===== src/rtl/rs232_avm_slave.sv =====
// ============================================================================
// Module   : rs232_avm_slave
// Purpose  : Avalon-MM slave 8N1 UART with one-byte RX/TX buffers.
//            Define RS232_LOOPBACK_EN to feed RX from the internal o_txd.
// Revision : 1.0 - initial release
// ============================================================================
`default_nettype none

module rs232_avm_slave #(
    parameter int CLKS_PER_BIT = 434
) (
    input  logic        avm_clk,
    input  logic        avm_rst_n,
    input  logic [4:0]  avm_address,
    input  logic        avm_read,
    output logic [31:0] avm_readdata,
    input  logic        avm_write,
    input  logic [31:0] avm_writedata,
    output logic        avm_waitrequest,
    input  logic        i_rxd,
    output logic        o_txd
);

    localparam int TW = (CLKS_PER_BIT > 1) ? $clog2(CLKS_PER_BIT) : 1;
    localparam logic [TW-1:0] BIT_LAST  = TW'(CLKS_PER_BIT - 1);
    localparam logic [TW-1:0] HALF_LAST = TW'(CLKS_PER_BIT / 2 - 1);

    typedef enum logic [1:0] {
        S_IDLE  = 2'd0,
        S_START = 2'd1,
        S_DATA  = 2'd2,
        S_STOP  = 2'd3
    } state_t;

    logic          ack_r;
    logic          rx_ok;
    logic          tx_ok;
    logic          fe;
    logic          ovr;
    logic [7:0]    rx_byte;
    logic [31:0]   status_word;
    logic          rx_rd_done;
    logic          st_rd_done;
    logic          tx_load;

    state_t        tx_state;
    logic [TW-1:0] tx_timer;
    logic [2:0]    tx_bit;
    logic [7:0]    tx_shift;

    state_t        rx_state;
    logic [TW-1:0] rx_timer;
    logic [2:0]    rx_bit;
    logic [7:0]    rx_shift;
    logic          rx_src;
    logic          rx_meta;
    logic          rx_sync;

    assign avm_waitrequest = ~ack_r;
    assign status_word     = {24'b0, rx_ok, tx_ok, 2'b0, ovr, fe, 2'b0};
    assign rx_rd_done      = ack_r & avm_read  & (avm_address == 5'd0);
    assign st_rd_done      = ack_r & avm_read  & (avm_address == 5'd8);
    assign tx_load         = ack_r & avm_write & (avm_address == 5'd4) & tx_ok;

`ifdef RS232_LOOPBACK_EN
    assign rx_src = o_txd;
    logic unused_pins;
    assign unused_pins = &{1'b0, i_rxd, avm_writedata[31:8]};
`else
    assign rx_src = i_rxd;
    logic unused_pins;
    assign unused_pins = &{1'b0, avm_writedata[31:8]};
`endif

    // Read data is captured on the first request cycle, then held.
    always_ff @(posedge avm_clk or negedge avm_rst_n) begin
        if (!avm_rst_n) begin
            ack_r        <= 1'b0;
            avm_readdata <= 32'd0;
        end else begin
            ack_r <= (avm_read | avm_write) & ~ack_r;
            if (avm_read && !ack_r) begin
                case (avm_address)
                    5'd0:    avm_readdata <= {24'b0, rx_byte};
                    5'd8:    avm_readdata <= status_word;
                    default: avm_readdata <= 32'd0;
                endcase
            end
        end
    end

    always_ff @(posedge avm_clk or negedge avm_rst_n) begin
        if (!avm_rst_n) begin
            tx_state <= S_IDLE;
            tx_timer <= '0;
            tx_bit   <= 3'd0;
            tx_shift <= 8'd0;
            tx_ok    <= 1'b1;
            o_txd    <= 1'b1;
        end else begin
            case (tx_state)
                S_IDLE: begin
                    o_txd    <= 1'b1;
                    tx_timer <= '0;
                    tx_bit   <= 3'd0;
                    if (tx_load) begin
                        tx_state <= S_START;
                        tx_shift <= avm_writedata[7:0];
                        tx_ok    <= 1'b0;
                        o_txd    <= 1'b0;
                    end
                end
                S_START: begin
                    if (tx_timer == BIT_LAST) begin
                        tx_timer <= '0;
                        tx_state <= S_DATA;
                        o_txd    <= tx_shift[0];
                        tx_shift <= {1'b0, tx_shift[7:1]};
                    end else begin
                        tx_timer <= tx_timer + 1'b1;
                    end
                end
                S_DATA: begin
                    if (tx_timer == BIT_LAST) begin
                        tx_timer <= '0;
                        if (tx_bit == 3'd7) begin
                            tx_bit   <= 3'd0;
                            tx_state <= S_STOP;
                            o_txd    <= 1'b1;
                        end else begin
                            tx_bit   <= tx_bit + 3'd1;
                            o_txd    <= tx_shift[0];
                            tx_shift <= {1'b0, tx_shift[7:1]};
                        end
                    end else begin
                        tx_timer <= tx_timer + 1'b1;
                    end
                end
                S_STOP: begin
                    if (tx_timer == BIT_LAST) begin
                        tx_timer <= '0;
                        tx_state <= S_IDLE;
                        tx_ok    <= 1'b1;
                    end else begin
                        tx_timer <= tx_timer + 1'b1;
                    end
                end
                default: tx_state <= S_IDLE;
            endcase
        end
    end

    always_ff @(posedge avm_clk or negedge avm_rst_n) begin
        if (!avm_rst_n) begin
            rx_meta <= 1'b1;
            rx_sync <= 1'b1;
        end else begin
            rx_meta <= rx_src;
            rx_sync <= rx_meta;
        end
    end

    // Bus clears come first so a same-edge receive event overrides them.
    always_ff @(posedge avm_clk or negedge avm_rst_n) begin
        if (!avm_rst_n) begin
            rx_state <= S_IDLE;
            rx_timer <= '0;
            rx_bit   <= 3'd0;
            rx_shift <= 8'd0;
            rx_byte  <= 8'd0;
            rx_ok    <= 1'b0;
            fe       <= 1'b0;
            ovr      <= 1'b0;
        end else begin
            if (rx_rd_done) rx_ok <= 1'b0;
            if (st_rd_done) begin
                fe  <= 1'b0;
                ovr <= 1'b0;
            end
            case (rx_state)
                S_IDLE: begin
                    rx_timer <= '0;
                    rx_bit   <= 3'd0;
                    if (!rx_sync) rx_state <= S_START;
                end
                S_START: begin
                    if (rx_timer == HALF_LAST) begin
                        rx_timer <= '0;
                        rx_state <= rx_sync ? S_IDLE : S_DATA;
                    end else begin
                        rx_timer <= rx_timer + 1'b1;
                    end
                end
                S_DATA: begin
                    if (rx_timer == BIT_LAST) begin
                        rx_timer <= '0;
                        rx_shift <= {rx_sync, rx_shift[7:1]};
                        if (rx_bit == 3'd7) begin
                            rx_bit   <= 3'd0;
                            rx_state <= S_STOP;
                        end else begin
                            rx_bit <= rx_bit + 3'd1;
                        end
                    end else begin
                        rx_timer <= rx_timer + 1'b1;
                    end
                end
                S_STOP: begin
                    if (rx_timer == BIT_LAST) begin
                        rx_timer <= '0;
                        rx_state <= S_IDLE;
                        if (rx_sync) begin
                            rx_byte <= rx_shift;
                            rx_ok   <= 1'b1;
                            if (rx_ok && !rx_rd_done) ovr <= 1'b1;
                        end else begin
                            fe <= 1'b1;
                        end
                    end else begin
                        rx_timer <= rx_timer + 1'b1;
                    end
                end
                default: rx_state <= S_IDLE;
            endcase
        end
    end

endmodule

`default_nettype wire


===== config.mk =====
export PLATFORM = sky130hd
export DESIGN_NAME = rs232_avm_slave
export DESIGN_NICKNAME = d
export VERILOG_FILES = /design/src/rtl/rs232_avm_slave.sv
export SDC_FILE = /design/constraint.sdc
export NUM_CORES = 1
export LEC_CHECK = 0
export CORE_ASPECT_RATIO = 1.4
export CORE_MARGIN = 1
export CORE_UTILIZATION = 43
export DETAILED_ROUTE_END_ITERATION = 6
export GPL_TIMING_DRIVEN = 1
export PLACE_DENSITY_LB_ADDON = 0.08
export REMOVE_ABC_BUFFERS = 1
export SLEW_MARGIN = 40
export SYNTH_ARGS = -nofsm -noshare
export SYNTH_HDL_FRONTEND = slang
export SYNTH_SLANG_ARGS = --single-unit

===== constraint.sdc =====
create_clock -name avm_clk -period 3 [get_ports avm_clk]
set_input_delay 0.75 -clock avm_clk [delete_from_list [all_inputs] [get_ports avm_clk]]
set_output_delay 0.75 -clock avm_clk [all_outputs]
set_load 0.02 [all_outputs]

==> flow_summary.json <==
{
  "status": "completed",
  "synth_top_cell_area_share_pct": 46.4,
  "grt_remaining_overflow": 0,
  "fmax_ghz": 0.406,
  "root_buffer": "clkbuf_8",
  "synth.area.mux_share_pct": 12.2,
  "drive_gt1_share_pct": 17.0,
  "initial_core_util_pct": 44.5,
  "critical_path.top_delay_family": "simple AND/OR/NAND/NOR gates",
  "syn-cell-area_um2": 3450,
  "cts_hold_buf": 0,
  "crit_chain": "or4b_4 > or2_1 > or3_1 > mux2_4",
  "finalCritPeriodShare_pct": 82.1,
  "synth_cells": 316,
  "synth_seq_cells": 68,
  "die_w_um": 77.7,
  "stdcell_area_um2": 3970,
  "synth-simple-area-share_pct": 13.1,
  "grt_pass1_vias": 2291,
  "dp.cells": 437,
  "ys_top_cells_by_area": "dfrtp_1, mux2_2, buf_4",
  "ys.flop_type": "dfrtp_1",
  "floorplan.rows": 38,
  "ctsHtreeMaxLevel": 3,
  "clock-sinks": 68,
  "yosysTopAreaCell": "dfrtp_1",
  "fin_cells": 453,
  "rsz0062_at_grt": "false",
  "drc": 0,
  "synth.avg_cell_area_um2": 10.9,
  "hold_viol": 0,
  "power_leakage_nw": 1.82,
  "place_area_um2": 3740,
  "slew_headroom_pct": 54.0,
  "clk_pin_slew_ps": 70,
  "nNetsFinal": 404,
  "finClkSkew_ps": 7.34,
  "met1_length_mm": 2.75,
  "cts_max_path_buffers": 2,
  "arrival_ps": 2690,
  "final_max_slew_viol_count": 0,
  "core-area_um2": 7750,
  "synth_cell_types": 47,
  "first_pass_iters": 4,
  "layout_min_cycle_time_ps": 2460,
  "slowest_delay_ps": 640,
  "synthAdderAreaFrac_pct": 5.08,
  "place_congestion": 0.732,
  "cts_buffers": 9,
  "cts_tree": "done",
  "dr_wl_met2_mm": 3.02,
  "wl_mm": 6.07,
  "first_iter_violations": 102,
  "peakVddDrop_uv": 319,
  "cts-resized-gates": 0,
  "wl_met3_um": 211,
  "wl_per_cell_um": 13.4,
  "register_area_um2": 1710,
  "end_kind": "flop",
  "grt_pass1_wl_mm": 10.4,
  "holdCritPathClass": "flop to flop",
  "final_cell_mix": "dfrtp_1, nand2_1, clkdlybuf4s50_1, mux2_2, conb_1",
  "die-area_um2": 8390,
  "ys_seq_area_share_pct": 49.5,
  "timing.hold.ws_ps": 359,
  "vias": 2247,
  "ant_nets": 0,
  "synth_compound_area_share_pct": 8.89,
  "syn2layout_area_growth_pct": 15.0,
  "criticalPathCategory": "flop to flop",
  "fin_ws_ps": 536,
  "critPathBufInv": 0,
  "power_density_nw_per_um2": 476,
  "synth_warnings": 0,
  "multi_input_area_um2": 1550,
  "via_per_inst": 4.96,
  "synth_xor_area_share_pct": 3.05,
  "cap_violations": 0,
  "n_antenna_cell": 0,
  "setup_viol": 0,
  "slowest_stage": "or3_1",
  "fill_cells": 715,
  "cp.required_ps": 3230,
  "post_cts_buffers": 0,
  "synth-edff-count": 0,
  "tightestPinTransition_ps": 690,
  "io_buffers": 27,
  "grt_max_degree": 69,
  "grt_antenna_before_repair": 0,
  "reg2reg_setup_slack_ps": 540,
  "preCtsSetupSlack_ps": 428,
  "layout_commonest_cell": "dfrtp_1",
  "cp-start-kind": "flop",
  "die_h_um": 108,
  "synth_top_family_by_area": "simple AND/OR/NAND/NOR gates",
  "setup_tns_ps": 0,
  "dp_hpwl_mm": 4.25,
  "critPathMaxFanout": 10,
  "num_io_pins": 76,
  "top_layer": "met4",
  "async_flop_share_pct": 100,
  "worstSkewPairLatency_ps": 350,
  "grt_usage_pct": 16.3
}
## metrics by stage
step           total power [W]  utilization (%)
2_1_floorplan         0.000994                -
3_3_place_gp           0.00105             48.2
6_report               0.00189             51.2
4_1_cts                0.00192             51.2
3_5_place_dp           0.00105             48.2
5_1_grt                0.00196             51.2
## synthesized netlist by cell type (2+ instances only)
master and count:
nor2_1 21, nand3_1 10, a21oi_1 5, nor3_1 5, and2_1 3, xor2_1 7, o211ai_1 2, buf_6 2
dfrtp_1 64, and3_1 3, nand2_1 27, or3_1 6, o31ai_1 2, dfstp_2 4, o41ai_1 2, mux2i_1 3
a22oi_1 5, buf_4 24, nor2b_1 3, mux2_2 24, nand4_1 6, mux2_4 8, o2bb2ai_1 2, o21ai_0 21
ha_1 14, clkbuf_1 6, xnor2_1 5, inv_1 13
## report_power, final
group / total (W) / switching (W) / leakage, nW / internal, W
combinational: 0.0000988 / 0.0000654 / 0.816 / 0.0000333
clock: 0.000854 / 0.000341 / 0.113 / 0.000512
sequential: 0.000933 / 0.00000637 / 0.892 / 0.000927
total: 0.00189 / 0.000413 / 1.82 / 0.00147
## logic make-up after synthesis
kind of cell    Yosys count
other cells               1
simple gates             92
xor+xnor                 12
flops                    68
buf+inv                  46
mux                      35
compound gates           48
fa+ha+maj                14
## sequential cells by signal (all words and copies together), names as in the netlist, named ones only
register	cells
rx_sync	1
tx_ok	1
rx_timer	9
rx_byte	8
fe	1
ovr	1
rx_bit	3
ack_r	1
rx_state	1
rx_shift	8
tx_bit	3
tx_shift	8
avm_readdata	8
tx_state	2
rx_ok	1
rx_meta	1
tx_timer	9
o_txd	1
## final cells by class
type / count / share of cell area [%]
Sequential cell: 68 / 43.0
Multi-Input combinational cell: 225 / 39.1
Timing Repair Buffer: 31 / 7.76
Clock buffer: 12 / 3.91
Tap cell: 100 / 3.16
Clock inverter: 4 / 1.83
Inverter: 13 / 1.23
## routing by layer
metal  global-route usage [%]  vias to the layer above
met4                     9.03                        0
met5                        0                        -
li1                         -                     1117
met3                     4.47                        6
met2                     26.9                       35
met1                     19.1                     1089
## final timing paths
path                               to  cells after the start        start
min reg2reg                   rx_sync                      0      rx_meta
min                           rx_sync                      0      rx_meta
max                        rx_byte[6]                      4  rx_timer[6]
min in group asynchronous   tx_bit[0]                      2    avm_rst_n
max reg2reg                rx_byte[6]                      4  rx_timer[6]
max in group asynchronous     rx_sync                      2    avm_rst_n
No activity file was read; power rests on OpenSTA's default activity.
